## src/rtl/arb_pkg.sv

```systemverilog
// Shared types for the fetch/data memory port arbiter.
package arb_pkg;

    typedef enum logic [1:0] {
        IDLE,
        BUSY_IF,
        BUSY_D
    } arb_state_t;

    typedef enum logic {
        OWN_IF,
        OWN_D
    } owner_t;

    // Wide enough for the largest legal latency reload value (15 - 1).
    localparam int CNT_W = $clog2(16);

endpackage

```

## src/rtl/mem_latency_timer.sv

```systemverilog
// Load / decrement / zero-flag counter that times out the memory latency.
module mem_latency_timer
    import arb_pkg::*;
(
    input  logic             clk,
    input  logic             rst,
    input  logic             load,
    input  logic [CNT_W-1:0] load_val,
    input  logic             dec,
    output logic             zero
);

    logic [CNT_W-1:0] cnt;

    always_ff @(posedge clk) begin
        if (!rst)
            cnt <= '0;
        else if (load)
            cnt <= load_val;
        else if (dec && cnt != '0)
            cnt <= cnt - 1'b1;
    end

    assign zero = (cnt == '0);

endmodule

```

## src/rtl/mem_port_arbiter.sv

```systemverilog
// Shares one fixed-latency memory between the fetch and memory pipeline stages,
// with bounded data bursts so a pending fetch cannot starve.
module mem_port_arbiter
    import arb_pkg::*;
#(
    parameter int ADDRESS_WIDTH  = 32,
    parameter int DATA_WIDTH     = 32,
    parameter int MEM_LATENCY    = 2,
    parameter int DATA_BURST_MAX = 4
) (
    input  logic                     clk,
    input  logic                     rst,
    input  logic                     if_req,
    input  logic [ADDRESS_WIDTH-1:0] if_addr,
    input  logic                     flush_if,
    output logic                     if_ready,
    output logic [DATA_WIDTH-1:0]    if_rdata,
    input  logic                     d_req,
    input  logic                     d_we,
    input  logic [ADDRESS_WIDTH-1:0] d_addr,
    input  logic [DATA_WIDTH-1:0]    d_wdata,
    output logic                     d_ready,
    output logic [DATA_WIDTH-1:0]    d_rdata,
    output logic                     mem_req,
    output logic                     mem_we,
    output logic [ADDRESS_WIDTH-1:0] mem_addr,
    output logic [DATA_WIDTH-1:0]    mem_wdata,
    input  logic [DATA_WIDTH-1:0]    mem_rdata,
    output logic                     stall_f,
    output logic                     stall_m
);

    localparam int BW = $clog2(DATA_BURST_MAX + 1);
    localparam logic [BW-1:0] BURST_MAX = BW'(DATA_BURST_MAX);

    arb_state_t       state, state_nxt;
    owner_t           owner;
    logic [BW-1:0]    burst_q, burst_nxt;
    logic             drop_q, drop_nxt;
    logic             we_q;
    logic             grant_if, grant_d, done, timer_zero;

    mem_latency_timer u_timer (
        .clk      (clk),
        .rst      (rst),
        .load     (grant_if | grant_d),
        .load_val (CNT_W'(MEM_LATENCY - 1)),
        .dec      (state != IDLE),
        .zero     (timer_zero)
    );

    always_comb begin
        state_nxt = state;
        burst_nxt = burst_q;
        drop_nxt  = drop_q;
        grant_if  = 1'b0;
        grant_d   = 1'b0;
        case (state)
            IDLE: begin
                // Grants are suppressed while reset is asserted so nothing leaks out.
                if (rst) begin
                    if (if_req && burst_q == BURST_MAX) grant_if = 1'b1;
                    else if (d_req)                     grant_d  = 1'b1;
                    else if (if_req)                    grant_if = 1'b1;
                end
                if (grant_if)      state_nxt = BUSY_IF;
                else if (grant_d)  state_nxt = BUSY_D;
                if (grant_if || !if_req)
                    burst_nxt = '0;
                else if (grant_d && burst_q != BURST_MAX)
                    burst_nxt = burst_q + 1'b1;
            end
            BUSY_IF: begin
                if (timer_zero) begin
                    state_nxt = IDLE;
                    drop_nxt  = 1'b0;
                end else if (flush_if) begin
                    drop_nxt  = 1'b1;
                end
            end
            BUSY_D: begin
                if (timer_zero) state_nxt = IDLE;
            end
            default: state_nxt = IDLE;
        endcase
    end

    always_ff @(posedge clk) begin
        if (!rst) begin
            state   <= IDLE;
            burst_q <= '0;
            drop_q  <= 1'b0;
            we_q    <= 1'b0;
        end else begin
            state   <= state_nxt;
            burst_q <= burst_nxt;
            drop_q  <= drop_nxt;
            if (grant_d) we_q <= d_we;
        end
    end

    assign owner    = (state == BUSY_IF) ? OWN_IF : OWN_D;
    assign done     = rst && (state != IDLE) && timer_zero;
    // A flush arriving in the completion cycle itself still kills the fetch.
    assign if_ready = done && owner == OWN_IF && !drop_q && !flush_if;
    assign d_ready  = done && owner == OWN_D;
    assign if_rdata = if_ready ? mem_rdata : '0;
    assign d_rdata  = (d_ready && !we_q) ? mem_rdata : '0;

    assign mem_req   = grant_if | grant_d;
    assign mem_we    = grant_d & d_we;
    assign mem_addr  = grant_d ? d_addr : (grant_if ? if_addr : '0);
    assign mem_wdata = (grant_d && d_we) ? d_wdata : '0;

    assign stall_f = if_req & ~if_ready;
    assign stall_m = d_req & ~d_ready;

endmodule

```

## config.mk

```make
export PLATFORM = sky130hd
export DESIGN_NAME = mem_port_arbiter
export DESIGN_NICKNAME = d
export VERILOG_FILES = /design/src/rtl/arb_pkg.sv /design/src/rtl/mem_latency_timer.sv /design/src/rtl/mem_port_arbiter.sv
export SDC_FILE = /design/constraint.sdc
export NUM_CORES = 1
export LEC_CHECK = 0
export CAP_MARGIN = 20
export CORE_AREA = 2 2 105 107
export CTS_CLUSTER_SIZE = 24
export DETAILED_ROUTE_END_ITERATION = 8
export DIE_AREA = 0 0 107 109
export PLACE_DENSITY_LB_ADDON = 0.15
export SYNTH_ARGS = -nofsm -noshare
export SYNTH_HDL_FRONTEND = slang
export SYNTH_SLANG_ARGS = --single-unit
export TNS_END_PERCENT = 30
```

## constraint.sdc

```tcl
create_clock -name clk -period 1.76 [get_ports clk]
set_input_delay 0.176 -clock clk [delete_from_list [all_inputs] [get_ports clk]]
set_output_delay 0.176 -clock clk [all_outputs]
set_load 0.005 [all_outputs]
```

==> flow_summary.ini, run 1 <==
[floorplan]
design.core.area_sq_um = 10600
num_io_pins = 268
rows = 38
initial_core_util_pct = 16.20
die_h_microns = 109
die_w_microns = 107
die_area_sq_um = 11660

[routing]
route.final.wire_length_microns = 11000
viasPerCell = 4.312
wl_per_cell_microns = 15.45
drt_iter0_markers = 71
first_pass_iters = 4
route.detailed.drc = 0
vias = 3070
final_antenna_net_count = 0

[clocking]
cts_buffers = 3
cts_tree = built
root_buffer = clkbuf_8
cts-htree-levels = 1
path_clk_slew_ns = 0.06
cts.path.max_buffers = 2
clock-sinks = 11
clk_latency_ns = 0.24

[setup_path]
cp.arrival_ns = 2.07
cp-end-kind = output port
cp_max_fo = 5
crit_type = flip-flop to output port
startpoint_type = flip-flop
cp.required_ns = 1.58
r2r_setup_slack_ns = -0.13

[placed_design]
hpwl_microns = 7732
place_congestion = 0.7542
io_buffers = 267
place_ws_ns = -0.5354

[sta]
tightest_slew_ns = 0.3108
fin_crit_sh_pct = 127.8
rsz0062_at_grt = yes
setup_slack_ns = -0.4901
max_clock_freq_mhz = 444.4
relSlewSlack_pct = 79.28
clock_skew_ns = 0.002893
period_needed_ns = 2.250
report.final.slew_viol_count = 0
setup_violations = 134
finalHoldViolations = 0

[worst_hold_path]
hp-class = flip-flop to flip-flop

[grt]
grt_max_degree = 34
grt_pass1_vias = 2907
grt_overflow = 0
grt_usage_pct = 15.98
grt_antenna_before_repair = 0
grt_pass1_wl_microns = 14680

[status]
status = finished with violations
violations = negative setup slack

[power_and_ir_drop]
pwr_density_cell_nw_per_um2 = 329.4
p_leak_uw = 0.002583
p_total_uw = 1843
ir_drop_uv = 237.4

[logic_synthesis]
syn_nets = 371
ys_types = 39
syn_area_per_cell_sq_um = 7.437
ys_seq_elements = 11
synthesis.area_sq_um = 1718
yosys_warnings = 0
yosysSeqAreaShare_pct = 12.82
synthCells = 231

[flow_run]
drv_cap = 0

[finish]
final_common_cell = clkdlybuf4s50_1
drive_gt1_share_pct = 54.90
nets = 713
n_antenna_cell = 0
layout_common_cells = 131 x clkdlybuf4s50_1, 74 x buf_6, 48 x and2_4
syn_to_final_growth_pct = 225.6
fillers = 1022
## per-stage QoR
stage | util, % | cell area (sq um) | std cells | hold slack (ns) | TNS (ns)
after CTS | 48.96 | 5191 | 678 | 0.5223 | -37.07
final | 52.76 | 5594 | 712 | 0.5216 | -34.11
after global placement | 45.26 | 4798 | 652 | 0.4978 | -58.60
after detailed placement | 45.26 | 4798 | 652 | 0.5080 | -59.35
after global routing | 52.76 | 5594 | 712 | 0.5519 | -45.57
after floorplan | - | 1728 | 231 | 0.3218 | 0
## worst max-delay path, cell delays in order (launching register included)
cell,delay [ns]
dfxtp_2,0.32
inv_2,0.07
ha_4,0.13
or3b_4,0.39
nor4_4,0.33
buf_12,0.16
buf_6,0.10
buf_6,0.10
and2_4,0.12
clkbuf_2,0.10
## flip-flops by register name (all words and copies together) (netlist names)
| register | cells |
|---|---|
| drop_q | 1 |
| state | 2 |
| we_q | 1 |
| u_timer.cnt | 4 |
| burst_q | 3 |
## path summary, 6_finish.rpt
check                                    start           to  cells after the start
worst max-delay path            u_timer.cnt[1]  d_rdata[26]                      9
worst min-delay path                      we_q         we_q                      2
worst max register to register  u_timer.cnt[1]     state[0]                      8
worst min register to register            we_q         we_q                      2
## where the power goes
| group | switching, uW | leakage, uW | internal, uW |
|---|---|---|---|
| Combinational | 446 | 0.00247 | 854 |
| Clock | 109 | 0.0000255 | 156 |
| Sequential | 10.3 | 0.0000920 | 267 |
| Total | 565 | 0.00258 | 1280 |
## area by class of cell
class	count	area, sq um	share of cell area, %
Timing Repair Buffer	355	3465	61.93
Multi-Input combinational cell	191	1632	29.17
Sequential cell	11	227.7	4.071
Tap cell	140	175.2	3.131
Inverter	11	48.80	0.8723
Clock buffer	3	41.29	0.7381
Clock inverter	1	5.005	0.08947
## cell usage after synthesis (all sizes together)
library cell  instances  share of area, %
a2111o                1              0.66
a211o                 1              0.58
a21boi                1              0.44
a21oi                 7               2.0
a22o                 32                16
a22oi                 1              0.44
a311oi                1              0.51
a31oi                 1              0.36
and2                 96                37
and3                  2              0.73
and3b                 1              0.51
and4b                 1              0.58
buf                   4               2.0
clkbuf               14               3.3
clkinv                1              0.22
dfxtp                11                13
ha                    6               4.4
inv                  10               2.2
nand2                 5               1.1
nand2b                1              0.36
nand3                 6               1.7
nand4                 2              0.73
nand4bb               1              0.66
nor2                  3              0.66
nor2b                 1              0.36
nor3                  1              0.29
nor3b                 2              0.87
nor4                  3               2.7
o2111ai               2               1.0
o211ai                3               1.3
o21ai                 6               1.7
or3                   1              0.44
or3b                  1              0.51
or4                   2              0.95
## per-layer routing
layer / track usage, % / wire length [microns]
met1: 17.01 / 3866
met2: 30.53 / 5952
met3: 5.200 / 1075
met4: 3.711 / 103
met5: 0 / 0
## cells by family (layout without fill, tap and decap cells)
logic type	count (synthesis)	count (layout)	share of synthesized area, %
AND/OR/NAND/NOR	129	129	49.75
AO/OA/AOI/OAI	56	56	25.42
adder cells (fa/ha/maj)	6	6	4.370
buffers and inverters	29	370	7.647
flip-flops	11	11	12.82
## repair_timing
action                                  in CTS  in global routing
hold buffers                                 0                  0
pin swaps                                   15                 52
gates resized for setup                    413                225
cloned                                       7                  4
endpoints found under the setup margin     135                135
buffers inserted                            15                 35
Power figures use the tool's default switching activity.
==> run 2, diff against run 1 <==
--- a/config.mk
+++ b/config.mk
@@ -7,10 +7,12 @@
 export LEC_CHECK = 0
 export CAP_MARGIN = 20
 export CORE_AREA = 2 2 105 107
+export CTS_BUF_LIST = sky130_fd_sc_hd__clkbuf_16
 export CTS_CLUSTER_SIZE = 24
 export DETAILED_ROUTE_END_ITERATION = 8
 export DIE_AREA = 0 0 107 109
 export PLACE_DENSITY_LB_ADDON = 0.15
+export SKIP_LAST_GASP = 1
 export SYNTH_ARGS = -nofsm -noshare
 export SYNTH_HDL_FRONTEND = slang
 export SYNTH_SLANG_ARGS = --single-unit
==> run 2 against run 1 <==
  * The run still ends with negative setup slack left
  * Count of clock-buffer cells in the layout unchanged
  * Sequential power about the same
  * Worst setup slack worse by 0.049 ns
  * Register-to-register slack better by 0.17 ns
  * Combinational power down 7%
  * Largest cell class unchanged
==> flow_summary.ini, run 2 (synthesized netlist as in run 1, its figures left out) <==
[sta]
relSlewSlack_pct = 80.62
max_clock_freq_mhz = 434.9
fin_hold_ws_ns = 0.5177
report.final.slew_viol_count = 0
setup_slack_ns = -0.5392
clock_skew_ns = 0.002783
setup_violations = 134
period_needed_ns = 2.299
fin_crit_sh_pct = 130.6
finalHoldViolations = 0
rsz0062_at_grt = yes
tightest_slew_ns = 0.2900

[grt]
grt_usage_pct = 15.49
gr-usage-met3_pct = 5.320
met2_usage_pct = 29.25
busiest_layer = met2
grt_max_degree = 34
grt_antenna_before_repair = 0
grt_use_met1_pct = 16.79
grt_pass1_wl_microns = 14220
grt_overflow = 0
grt_pass1_vias = 2820

[setup_path]
cp_cell_sequence = inv_2 > ha_4 > or3b_4 > nor4_4 > buf_6 > buf_6 > buf_6 > clkbuf_16 > and2_1 > buf_2
startpoint_type = flip-flop
crit_type = flip-flop to output port
cp-end-kind = output port
crit_slowest_cell = or3b_4
r2r_cells = 6
cp.arrival_ns = 2.12
crit_path_frequent_cell = buf_6
critPathMaxStageDelay_ns = 0.39
cp.required_ns = 1.58
cp_max_fo = 8

[placed_design]
place_ws_ns = -0.5354
hpwl_microns = 7732
place_congestion = 0.7542
io_buffers = 267

[clocking]
path_clk_slew_ns = 0.05
clk_latency_ns = 0.24
cts_buffers = 3
root_buffer = clkbuf_16
cts.path.max_buffers = 2
cts_tree = built
cts-htree-levels = 1
holdBufCountCts = 0
clock-sinks = 11

[finish]
n_antenna_cell = 0
nets = 696
layout_common_cells = 169 x clkdlybuf4s50_1, 63 x and2_1, 43 x dlymetal6s2s_1
drive_gt1_share_pct = 33.51
final_common_cell = clkdlybuf4s50_1
syn_to_final_growth_pct = 228.1
largest_reg_flops = 4
top_register = u_timer.cnt
largest_registers = u_timer.cnt (4), burst_q (3), state (2)

[power_and_ir_drop]
pwr_density_cell_nw_per_um2 = 341.3
p_leak_uw = 0.003098
ir_drop_uv = 284.5

[floorplan]
die_area_sq_um = 11660
initial_core_util_pct = 16.20
die_w_microns = 107
design.core.area_sq_um = 10600
num_io_pins = 268
die_h_microns = 109
rows = 38

[routing]
vias = 2978
drt_iter0_markers = 76
route.final.wire_length_microns = 11020
wl_per_cell_microns = 15.86
first_pass_iters = 4
final_antenna_net_count = 0
viasPerCell = 4.285
route.detailed.drc = 0

[status]
status = finished with violations
violations = negative setup slack

[worst_hold_path]
hold_depth = 2
hp-class = flip-flop to flip-flop

[flow_run]
drv_cap = 0
[run 2: cell types whose count changed in the layout (fill, tap and decap cells not counted), moves of 8 or more]
cell	before	now
clkbuf_2	21	13
clkdlybuf4s50_1	131	169
buf_6	74	35
dlymetal6s2s_1	1	43
and2_1	42	63
and2_4	48	28
clkdlybuf4s15_2	23	1
buf_2	44	14
[run 2: layer usage]
layer  vias to the layer above  routed length [microns]
li1                       1465                        -
met1                      1346                     3960
met2                       161                     5949
met3                         6                     1043
met4                         0                       70
met5                         -                        0
[run 2: cell type report]
cell class              instances  area, sq um
repair buffers                338         3568
flip-flops and latches         11        224.0
well taps                     140        175.2
multi-input cells             191         1543
inverters                      11        46.29
fillers                       974         4966
clock buffers                   3        75.07
clock inverters                 1        5.005
[run 2: final timing paths]
check                                  end      startpoint  slack (ns)
worst max-delay path            d_rdata[9]  u_timer.cnt[1]       -0.54
worst min-delay path                  we_q            we_q        0.52
worst max register to register    state[0]  u_timer.cnt[1]        0.04
worst min register to register        we_q            we_q        0.52
[run 2: per-stage QoR]
step | cells | total power [uW] | TNS, ns | util (%) | cell area, sq um
after floorplan | 231 | 592.8 | 0 | - | 1728
after global placement | 652 | 1287 | -58.60 | 45.26 | 4798
after detailed placement | 652 | 1293 | -59.35 | 45.26 | 4798
after CTS | 672 | 1831 | -73.33 | 49.30 | 5228
after global routing | 695 | 2036 | -62.69 | 53.16 | 5637
final | 695 | 1924 | -50.80 | 53.16 | 5637
[run 2: repair_timing]
action                                  4_1_cts  5_1_grt
endpoints found under the setup margin      135      135
pin swaps                                     4       28
gates resized for setup                      78      201
buffers inserted                              9       17
cloned                                        7        6
[run 2: power breakdown]
| group | switching, uW | internal, uW |
|---|---|---|
| combinational | 407 | 808 |
| sequential | 9.96 | 267 |
| clock | 129 | 302 |
| total | 546 | 1380 |
[run 2: worst max-delay path, delay by kind of cell, from the launching register on]
kind                       cells  cell delay (ns)
and+or+nand+nor                3             0.75
buffers and inverters          6             0.69
DFF                            1             0.32
adders and majority gates      1             0.13
==> run 3, diff against run 2 <==
--- a/config.mk
+++ b/config.mk
@@ -6,11 +6,11 @@
 export NUM_CORES = 1
 export LEC_CHECK = 0
 export CAP_MARGIN = 20
-export CORE_AREA = 2 2 105 107
+export CORE_AREA = 2 2 104 106
 export CTS_BUF_LIST = sky130_fd_sc_hd__clkbuf_16
 export CTS_CLUSTER_SIZE = 24
 export DETAILED_ROUTE_END_ITERATION = 8
-export DIE_AREA = 0 0 107 109
+export DIE_AREA = 0 0 106 108
 export PLACE_DENSITY_LB_ADDON = 0.15
 export SKIP_LAST_GASP = 1
 export SYNTH_ARGS = -nofsm -noshare
==> constraint.sdc (replaced) <==
create_clock -name clk -period 2.4 [get_ports clk]
set_input_delay 0.48 -clock clk [delete_from_list [all_inputs] [get_ports clk]]
set_output_delay 0.48 -clock clk [all_outputs]
set_load 0.005 [all_outputs]
==> run 3 against run 2 <==
  * The flow still finishes with violations (negative setup slack)
  * Hold slack lost 0.046 ns
  * Die area shrank 1.8%
  * Sequential share of layout area is essentially flat
  * Count of clock-buffer cells in the layout is the same
  * Design area grew 0.73%
  * Sequential power shrank 26%
  * Worst setup slack gained 0.28 ns
  * Global-route usage grew 3.8 points
  * Routed wire length grew 6.8%
  * Via count grew 4.6%
  * Cell count grew 2.0%
  * Highest routed layer unchanged
==> flow_summary.ini, run 3 (synthesized netlist as in run 1, its figures left out) <==
[finish]
nets = 714
final_cells = 709
syn_to_final_growth_pct = 230.5
drive_gt1_share_pct = 37.87
n_antenna_cell = 0
layout_common_cells = 141 x clkdlybuf4s50_1, 63 x and2_1, 56 x buf_4
post-route-util_pct = 55.50
largest_reg_flops = 4
largest_registers = u_timer.cnt (4), burst_q (3), state (2)
top_register = u_timer.cnt
final_common_cell = clkdlybuf4s50_1

[setup_path]
critPathMaxStageDelay_ns = 0.39
cp_top_family = simple AND/OR/NAND/NOR gates
cp_cell_sequence = inv_2 > ha_4 > or3b_4 > nor4_4 > buf_6 > buf_12 > buf_12 > buf_8 > buf_6 > and2_4 > buf_6
cp-end-kind = output port
cp.required_ns = 1.92
crit_buf_inv = 7
cp_max_fo = 8
startpoint_type = flip-flop
cp.arrival_ns = 2.18
crit_path_frequent_cell = buf_6
crit_type = flip-flop to output port
crit_slowest_cell = or3b_4

[status]
violations = negative setup slack
status = finished with violations

[sta]
finalHoldViolations = 0
max_clock_freq_mhz = 376.5
fin_hold_ws_ns = 0.4718
clock_skew_ns = 0.001427
tightest_slew_ns = 0.3353
period_needed_ns = 2.656
setup_slack_ns = -0.2560
fin_crit_sh_pct = 110.7
report.final.slew_viol_count = 0
rsz0062_at_grt = yes
relSlewSlack_pct = 77.41
setup_violations = 97

[power_and_ir_drop]
p_total_uw = 1434
pwr_density_cell_nw_per_um2 = 252.6
ir_drop_uv = 316.6
p_leak_uw = 0.003025

[routing]
first_pass_iters = 4
route.final.wire_length_microns = 11780
route.detailed.drc = 0
viasPerCell = 4.394
drt_iter0_markers = 97
wl_per_cell_microns = 16.61
vias = 3115
final_antenna_net_count = 0

[clocking]
cts-htree-levels = 1
cts.path.max_buffers = 2
clk_latency_ns = 0.24
clock-sinks = 11
root_buffer = clkbuf_16
path_clk_slew_ns = 0.04
cts_buffers = 3
cts_tree = built

[floorplan]
die_area_sq_um = 11450
rows = 37
initial_core_util_pct = 16.79
die_w_microns = 106
design.core.area_sq_um = 10230
num_io_pins = 268
die_h_microns = 108

[grt]
grt_max_degree = 34
grt_pass1_wl_microns = 17330
grt_pass1_vias = 3320
grt_antenna_before_repair = 0
grt_overflow = 0
grt_usage_pct = 19.31

[placed_design]
place_inst = 646
place_congestion = 0.8517
place_ws_ns = -0.5815
hpwl_microns = 8143
io_buffers = 267

[flow_run]
drv_cap = 0

[worst_hold_path]
hp-class = flip-flop to flip-flop
[run 3: path summary, 6_finish.rpt]
kind | start | slack [ns] | end | cells past startpoint
worst max-delay path | u_timer.cnt[0] | -0.26 | d_rdata[19] | 11
worst min-delay path | burst_q[1] | 0.47 | burst_q[1] | 2
worst max register to register | u_timer.cnt[0] | 0.14 | u_timer.cnt[2] | 16
worst min register to register | burst_q[1] | 0.47 | burst_q[1] | 2
[run 3: repair_timing]
action,in CTS,in global routing
resized for setup,287,86
buffers inserted,48,7
cloned,11,1
pin swaps,19,14
hold buffers,0,0
setup endpoints to repair,134,135
[run 3: area by class of cell]
class / count / area, sq um
multi-input cells: 191 / 1544
clock inverters: 1 / 3.754
fillers: 946 / 4553
well taps: 136 / 170.2
repair buffers: 356 / 3612
clock buffers: 3 / 75.07
inverters: 11 / 48.80
flip-flops and latches: 11 / 224.0
[run 3: report_power, final]
part	internal (uW)	leakage (uW)	switching [uW]	total (uW)
combinational	608	0.00289	317	924
clock	219	0.0000423	86.5	306
sequential	196	0.0000907	8.40	204
total	1020	0.00302	411	1430
[run 3: metal layers]
layer | vias to the layer above | wire [microns] | track usage [%]
met4 | 0 | 345 | 7.237
met5 | - | 0 | 0
met1 | 1412 | 4081 | 19.64
li1 | 1498 | - | -
met2 | 186 | 6236 | 37.28
met3 | 19 | 1114 | 5.606
[run 3: stage by stage]
stage / area (sq um) / TNS, ns
after global placement: 4778 / -57.64
final: 5678 / -10.64
after CTS: 5593 / -17.33
after detailed placement: 4778 / -64.67
after floorplan: 1718 / 0
after global routing: 5678 / -22.04
[run 3: tightest hold or removal path: stages, from the launching register on]
cell and delay (ns):
dfxtp_1 0.31, nand2_1 0.06, a21oi_1 0.05
==> variant, RTL diff (settings of run 1) <==
Make the reset (`rst`) asynchronous in 2 clocked blocks.
--- a/src/rtl/mem_latency_timer.sv
+++ b/src/rtl/mem_latency_timer.sv
@@ -12,7 +12,7 @@
 
     logic [CNT_W-1:0] cnt;
 
-    always_ff @(posedge clk) begin
+    always_ff @(posedge clk or negedge rst) begin
         if (!rst)
             cnt <= '0;
         else if (load)
--- a/src/rtl/mem_port_arbiter.sv
+++ b/src/rtl/mem_port_arbiter.sv
@@ -85,7 +85,7 @@
         endcase
     end
 
-    always_ff @(posedge clk) begin
+    always_ff @(posedge clk or negedge rst) begin
         if (!rst) begin
             state   <= IDLE;
             burst_q <= '0;
Formal check against the unedited RTL: no difference found for any inputs over 10 cycles, from zero or initial values and one cycle with rst low; that may be too few to reach the edited logic, so the function may still have changed.
==> variant against run 1 <==
The run still ends with negative setup slack left; final area is 12% lower; non-clock buffer count is 27 lower; combinational power is 52% higher; synthesized area is 1.5% higher; sequential cell count stayed put; setup slack worse by 0.17 ns; total power is 44% higher; final cell count is 4.8% lower; clock power is 4% lower; die area stayed put; routed wire length is 4.9% lower; sequential power is 51% higher; count of clock-buffer cells in the layout is 1 higher; clock skew is 0.0051 ns higher.
==> variant: results (changes against run 1) <==
[global_route]
grt_first_pass_wirelength_mm=12.9  ; was 14.7 mm
grt_use_total=0.138  ; was 0.160
first_global_vias=2610  ; was 2907

[finish]
share_of_the_final_layout_cell_area_in_multi_input_gates=0.291  ; was 0.292
area_share_clock_buf_inv=0.00911  ; was 0.00828
filler_cell_count=1066  ; was 1022
nonClockBufferCount=328  ; was 355
finalNetCount=678  ; was 713
clock_buf_count=4  ; was 3

[synthesis]
yosys-top-cells-count=sky130_fd_sc_hd__and2_1 (54), sky130_fd_sc_hd__a22o_1 (32), sky130_fd_sc_hd__and3_1 (32), sky130_fd_sc_hd__clkbuf_1 (13), sky130_fd_sc_hd__and2_2 (12)  ; was sky130_fd_sc_hd__and2_1 (74), sky130_fd_sc_hd__a22o_1 (32), sky130_fd_sc_hd__and2_2 (22), sky130_fd_sc_hd__clkbuf_1 (11), sky130_fd_sc_hd__dfxtp_1 (11)

[sta]
final.setup_skew_ns=0.00801  ; was 0.00289 ns
max_slew.worst_pin.slew_ns=0.319  ; was 0.311 ns
finalSetupViolations=134  ; unchanged
worst_slack_ns=-0.660  ; was -0.490 ns

[routing]
avgRoutedWirePerCell_um=15.4  ; about the same

[status]
outcome=complete, but fails checks  ; unchanged
failed_checks=negative setup slack  ; unchanged

[pwr]
power-per-cell-area_nw_per_um2=536  ; was 329 nW/um2
p_leak_nw=2.58  ; about the same
max-vdd-ir-drop_mv=0.303  ; was 0.237 mV
flip_flop_and_latch_power_mw=0.421  ; was 0.278 mW

[placed_design]
hpwl_mm=8.03  ; was 7.73 mm
post_dp_cell_area_um2=4800  ; about the same

[clocking]
post_cts_resized=127  ; was 413

[worst_setup_path]
cp_max_fo=7  ; was 5

[variant: worst min-delay path by stage]
| stage | start | end | cells past startpoint |
|---|---|---|---|
| after floorplan | rst | burst_q[0] | 0 |
| after global placement | u_timer.cnt[3] | u_timer.cnt[3] | 1 |
| after detailed placement | u_timer.cnt[3] | u_timer.cnt[3] | 1 |
| after CTS | rst | state[0] | 3 |
| after global routing | rst | state[1] | 3 |
| final | rst | state[0] | 3 |
[variant: kinds of logic (layout without fill, tap and decap cells)]
logic type      after synthesis  in the layout  share of synthesized area
buf+inv                      32            342                     0.0882
fa+ha+maj                     5              5                     0.0359
mux                           3              3                     0.0179
compound gates               51             51                      0.230
simple gates                126            126                      0.470
flops                        11             11                      0.158
[variant: layer usage]
layer  vias up  part of all wire  wire [um]  global-route usage
met5         -                 0          0                   0
met4         0             0.022        227              0.0223
met3        12              0.11       1140              0.0472
met2       169              0.55       5800               0.288
met1      1277              0.31       3290               0.130
li1       1429                 -          -                   -
